File: src/rtl/int2flt_seq.sv
// -----------------------------------------------------------------------------
// int2flt_seq
//   Sequential converter from a 16-bit two's-complement integer to IEEE-754
//   half precision {sign, exp[4:0], frac[9:0]}. The magnitude is normalised
//   one left shift per cycle, then packed (optionally rounded) in one cycle.
//
// Handshake:
//   start is sampled only in IDLE or DONE. An accepted start captures int_in,
//   clears done and launches a conversion. While busy is high, start is
//   ignored. done is a level that rises on the PACK edge and stays high until
//   the next accepted start or reset. flt_out is updated only on the PACK
//   edge (or cleared by reset) and is otherwise held.
//
// Ports:
//   clk     in   1   system clock, rising edge
//   reset   in   1   synchronous, active-high
//   start   in   1   conversion request
//   int_in  in  16   signed integer operand, captured on accepted start
//   flt_out out 16   half-precision result
//   busy    out  1   high in NORM and PACK
//   done    out  1   high from completion until next accepted start / reset
//
// Parameters:
//   EXP_BIAS  exponent bias (15 for half precision)
//   ROUND_EN  0 = truncate toward zero, 1 = round-to-nearest-even
// -----------------------------------------------------------------------------
module int2flt_seq #(
  parameter int EXP_BIAS = 15,
  parameter int ROUND_EN = 0
) (
  input  logic        clk,
  input  logic        reset,
  input  logic        start,
  input  logic [15:0] int_in,
  output logic [15:0] flt_out,
  output logic        busy,
  output logic        done
);

  typedef enum logic [1:0] {
    IDLE = 2'd0,
    NORM = 2'd1,
    PACK = 2'd2,
    DONE = 2'd3
  } state_t;

  state_t      state, state_n;
  logic        sign_q, sign_n;
  logic [15:0] mag_q, mag_n;
  logic [4:0]  exp_q, exp_n;
  logic [15:0] flt_q, flt_n;
  logic        done_q, done_n;

  // Absolute value of the operand; -32768 wraps to 0x8000, which is the
  // correct unsigned magnitude.
  logic [15:0] abs_in;
  assign abs_in = int_in[15] ? (16'h0000 - int_in) : int_in;

  // Packing path: mag_q[15] is the hidden one once normalised.
  logic [9:0]  frac_t;
  logic        guard, sticky, round_up;
  logic [10:0] frac_sum;
  logic [9:0]  frac_r;
  logic [4:0]  exp_r;

  always_comb begin
    frac_t   = mag_q[14:5];
    guard    = mag_q[4];
    sticky   = |mag_q[3:0];
    round_up = (ROUND_EN != 0) && guard && (sticky || frac_t[0]);
    frac_sum = {1'b0, frac_t} + 11'd1;
    frac_r   = frac_t;
    exp_r    = exp_q;
    if (round_up) begin
      // A carry out of the fraction leaves frac_sum[9:0] at zero, so the
      // mantissa becomes 1.0 at the next exponent.
      frac_r = frac_sum[9:0];
      exp_r  = exp_q + {4'd0, frac_sum[10]};
    end
  end

  always_comb begin
    state_n = state;
    sign_n  = sign_q;
    mag_n   = mag_q;
    exp_n   = exp_q;
    flt_n   = flt_q;
    done_n  = done_q;
    case (state)
      IDLE, DONE: begin
        if (start) begin
          sign_n  = int_in[15];
          mag_n   = abs_in;
          exp_n   = 5'(EXP_BIAS + 15);
          done_n  = 1'b0;
          state_n = (abs_in == 16'h0000) ? PACK : NORM;
        end
      end
      NORM: begin
        if (mag_q[15]) begin
          state_n = PACK;
        end else begin
          mag_n = mag_q << 1;
          exp_n = exp_q - 5'd1;
        end
      end
      PACK: begin
        if (mag_q == 16'h0000) begin
          flt_n = 16'h0000;
        end else begin
          flt_n = {sign_q, exp_r, frac_r};
        end
        done_n  = 1'b1;
        state_n = DONE;
      end
      default: state_n = IDLE;
    endcase
  end

  always_ff @(posedge clk) begin
    if (reset) begin
      state  <= IDLE;
      sign_q <= 1'b0;
      mag_q  <= 16'h0000;
      exp_q  <= 5'd0;
      flt_q  <= 16'h0000;
      done_q <= 1'b0;
    end else begin
      state  <= state_n;
      sign_q <= sign_n;
      mag_q  <= mag_n;
      exp_q  <= exp_n;
      flt_q  <= flt_n;
      done_q <= done_n;
    end
  end

  assign flt_out = flt_q;
  assign done    = done_q;
  assign busy    = (state == NORM) || (state == PACK);

endmodule

File: config.mk
export PLATFORM = sky130hd
export DESIGN_NAME = int2flt_seq
export DESIGN_NICKNAME = d
export VERILOG_FILES = /design/src/rtl/int2flt_seq.sv
export SDC_FILE = /design/constraint.sdc
export NUM_CORES = 1
export LEC_CHECK = 0
export BUFFER_PORTS_ARGS = -buffer_cell sky130_fd_sc_hd__buf_2
export CORE_UTILIZATION = 44
export CTS_BUF_LIST = sky130_fd_sc_hd__clkbuf_2 sky130_fd_sc_hd__clkbuf_4 sky130_fd_sc_hd__clkbuf_8
export DETAILED_ROUTE_END_ITERATION = 16
export SYNTH_ARGS = -nofsm -noshare
export SYNTH_HDL_FRONTEND = slang
export SYNTH_SLANG_ARGS = --single-unit
File: constraint.sdc
create_clock -name clk -period 3.8 [get_ports clk]
set_input_delay 0.76 -clock clk [delete_from_list [all_inputs] [get_ports clk]]
set_output_delay 0.76 -clock clk [all_outputs]
set_load 0.05 [all_outputs]
==> flow_summary_export.csv <==
group,metric,value,unit
outcome,status,"finished, final reports clean",
floorplanning,io_pins,37,
clock_tree,clk_latency,0.30,ns
yosys,ys_warn_count,0,
worst_setup_path,reg2regPathDepth,6,
worst_setup_path,cp_max_fo,20,
finish,final_common_cell,"dfxtp_1",
clock_tree,cts_inserted_buffers,5,
clock_tree,clock-sinks,41,
clock_tree,hold_buffers,0,
placed_design,dp_hpwl,3820,µm
floorplanning,dieArea,5360,µm²
yosys,yosysSeqAreaShare,0.368,
routing,drt_wl_total,5310,µm
worst_setup_path,crit_start,"state[1]",
pwr,combPwrFrac,0.457,
routing,ant_nets,0,
timing,rsz0062_at_grt,"false",
yosys,ys_types,46,
finish,fill_cells,502,
timing,worst_slew_pin_slew,0.757,ns
clock_tree,htreeDepth,2,
worst_setup_path,cp.arrival,2.67,ns
pwr,power,1.72,mW
floorplanning,die_height,73.2,µm
finish,final_cell_mix,"41 x dfxtp_1, 40 x nor2_1, 36 x buf_2",
placed_design,gp_congestion,0.887,
finish,seq_area,821,µm²
worst_setup_path,r2r_slack,1.28,ns
worst_setup_path,endpoint,"mag_q[6]",
timing,min_period,2.52,ns
finish,fin_nets,323,
clock_tree,clockBufferDepth,2,
timing,setup_violations,0,
worst_hold_path,hold_class,"register to register",
timing,fin_worst_skew,0.00735,ns
worst_setup_path,path_class,"register to register",
pwr,p_seq_frac,0.381,
routing,vias,2031,
timing,fmax,397,MHz
pwr,switching_share,0.450,
yosys,synthCells,275,
yosys,syn_area,2230,µm²
pwr,clkPwrFrac,0.162,
timing,hold_ws,0.473,ns
placed_design,dp_slack,1.03,ns
routing,avgRoutedWirePerCell,14.5,µm
global_routing,grt_usage,0.215,
routing,vias_per_cell,5.53,
floorplanning,rows,25,
global_routing,grt_max_degree,41,
clock_tree,ctsRootBufferMaster,"clkbuf_8",
global_routing,grt_pass1_vias,1712,
worst_setup_path,end_kind,"register",
pwr,ir_drop,255,µV
clock_tree,post_cts_buffers,0,
clock_tree,ctsResizeCount,0,
yosys,syn_nets,299,
routing,drtIter0Drc,174,
floorplanning,die_w,73.2,µm
worst_setup_path,required,3.95,ns
global_routing,grt_pass1_wl,8700,µm
pwr,p_int,0.948,mW
placed_design,io_buffers,36,
timing,min_period_over_period,0.662,
finish,area_growth,12.6,%
worst_setup_path,r2r-end,"mag_q[6]",
timing,fin_setup_tns,0,ns
floorplanning,core_area,4820,µm²
finish,multiInputGateArea,1280,µm²
finish,diodes,0,
finish,drive_above_1_share,0.167,
yosys,avgSynthCellArea,8.12,µm²
routing,drc_errors,0,
yosys,ys_seq_elements,41,
global_routing,gr-total-overflow,0,
routing,dr.pass1.iters,5,
job,maxCapViolCount,0,
timing,relSlewSlack,0.496,
clock_tree,cts.clk_slew.worst_paths,0.08,ns
global_routing,antenna_found_initial,0,
floorplanning,initial_core_util,0.463,
timing,finalHoldViolCount,0,
clock_tree,cts_tree,"built",
worst_setup_path,cp-start-kind,"register",
timing,slew_violations,0,
pwr,p_leak,1.02,nW
finish,final_core_utilization,0.522,
pwr,switchingPower,0.775,mW
timing,setup_ws,1.28,ns
pwr,power_per_cell_area,686,nW/µm²
worst_setup_path,r2r_start,"state[1]",
worst min-delay path by stage:
stage / cells after the start / startpoint / slack, ns / endpoint
final: 2 / sign_q / 0.47 / sign_q
after global routing: 2 / sign_q / 0.51 / sign_q
after CTS: 2 / sign_q / 0.47 / sign_q
after detailed placement: 2 / sign_q / 0.46 / sign_q
after global placement: 2 / sign_q / 0.45 / sign_q
after floorplan: 2 / sign_q / 0.44 / sign_q
cell type report:
| type | instances | share of cell area |
|---|---|---|
| well taps | 67 | 0.0334 |
| clock inverters | 3 | 0.00697 |
| inverters | 13 | 0.0194 |
| multi-input cells | 201 | 0.511 |
| clock buffers | 5 | 0.0274 |
| repair buffers | 37 | 0.0747 |
| flip-flops and latches | 41 | 0.327 |
critical path, stage by stage (launching register included):
cell and delay, ns:
dfxtp_1 0.33, inv_1 0.06, ha_1 0.55, o21ai_0 0.28, a21oi_2 0.62, nor2_1 0.07, a2111oi_0 0.47
metal layers:
metal / track usage / wire length (µm) / vias to the layer above
met2: 0.295 / 2220 / 52
met3: 0.0442 / 225 / 10
met1: 0.320 / 2770 / 932
met4: 0.0893 / 94 / 0
li1: - / - / 1037
met5: 0 / 0 / -
metrics by stage:
step / cell area, µm² / std cells
after global placement: 2430 / 359
after CTS: 2510 / 367
final: 2510 / 367
after floorplan: 2230 / 275
after detailed placement: 2430 / 359
after global routing: 2510 / 367
kinds of logic after synthesis:
logic type	count (synthesis)	synth area share
muxes	10	0.0448
AOI/OAI and AO/OA	69	0.210
adders and majority gates	5	0.0280
DFF	41	0.368
xor gates and xnor gates	16	0.0628
and+or+nand+nor	101	0.230
buffers and inverters	33	0.0566
synth_stat cells, drive strengths merged:
cell     instances  share of area
o221ai           1         0.0039
nor2b            2         0.0056
a22oi            7          0.024
a211oi           2         0.0067
dfxtp           41           0.37
and4b            2         0.0090
nor3b            1         0.0034
buf              3         0.0062
inv             13          0.022
nor3            11          0.025
and2             1         0.0028
o311ai           1         0.0039
nand2           15          0.026
ha               5          0.028
a41oi            5          0.020
clkbuf          17          0.029
a2bb2oi          1         0.0039
mux2i           10          0.045
or3              2         0.0056
a221oi           1         0.0039
nand3            8          0.018
o211a            1         0.0045
xnor2           10          0.039
nor2            40          0.067
nand2b           1         0.0028
xor2             6          0.024
a31oi            3         0.0084
o21ai           13          0.029
a222oi           1         0.0045
o31a             1         0.0039
a21o             3          0.010
o211ai           3          0.010
o31ai            1         0.0034
nand3b           3          0.010
a21oi           19          0.044
and3b            1         0.0039
o41ai            1         0.0073
o21a             1         0.0034
nor4             9          0.032
or2              1         0.0028
and4             4          0.016
a2111oi          4          0.016
power groups by stage:
| stage | clock network [mW] | registers [mW] | logic [mW] |
|---|---|---|---|
| 3_5_place_dp | 0 | 0.667 | 0.781 |
| 3_3_place_gp | 0 | 0.665 | 0.788 |
| 5_1_grt | 0.304 | 0.674 | 0.882 |
| 2_1_floorplan | 0 | 0.715 | 0.542 |
| 6_report | 0.279 | 0.657 | 0.787 |
| 4_1_cts | 0.287 | 0.657 | 0.786 |
flip-flops by register name (all words and copies together), names as in the netlist:
register,cells
state,2
mag_q,16
sign_q,1
done,1
exp_q,5
flt_out,16
(Power assumes the default switching activity.)
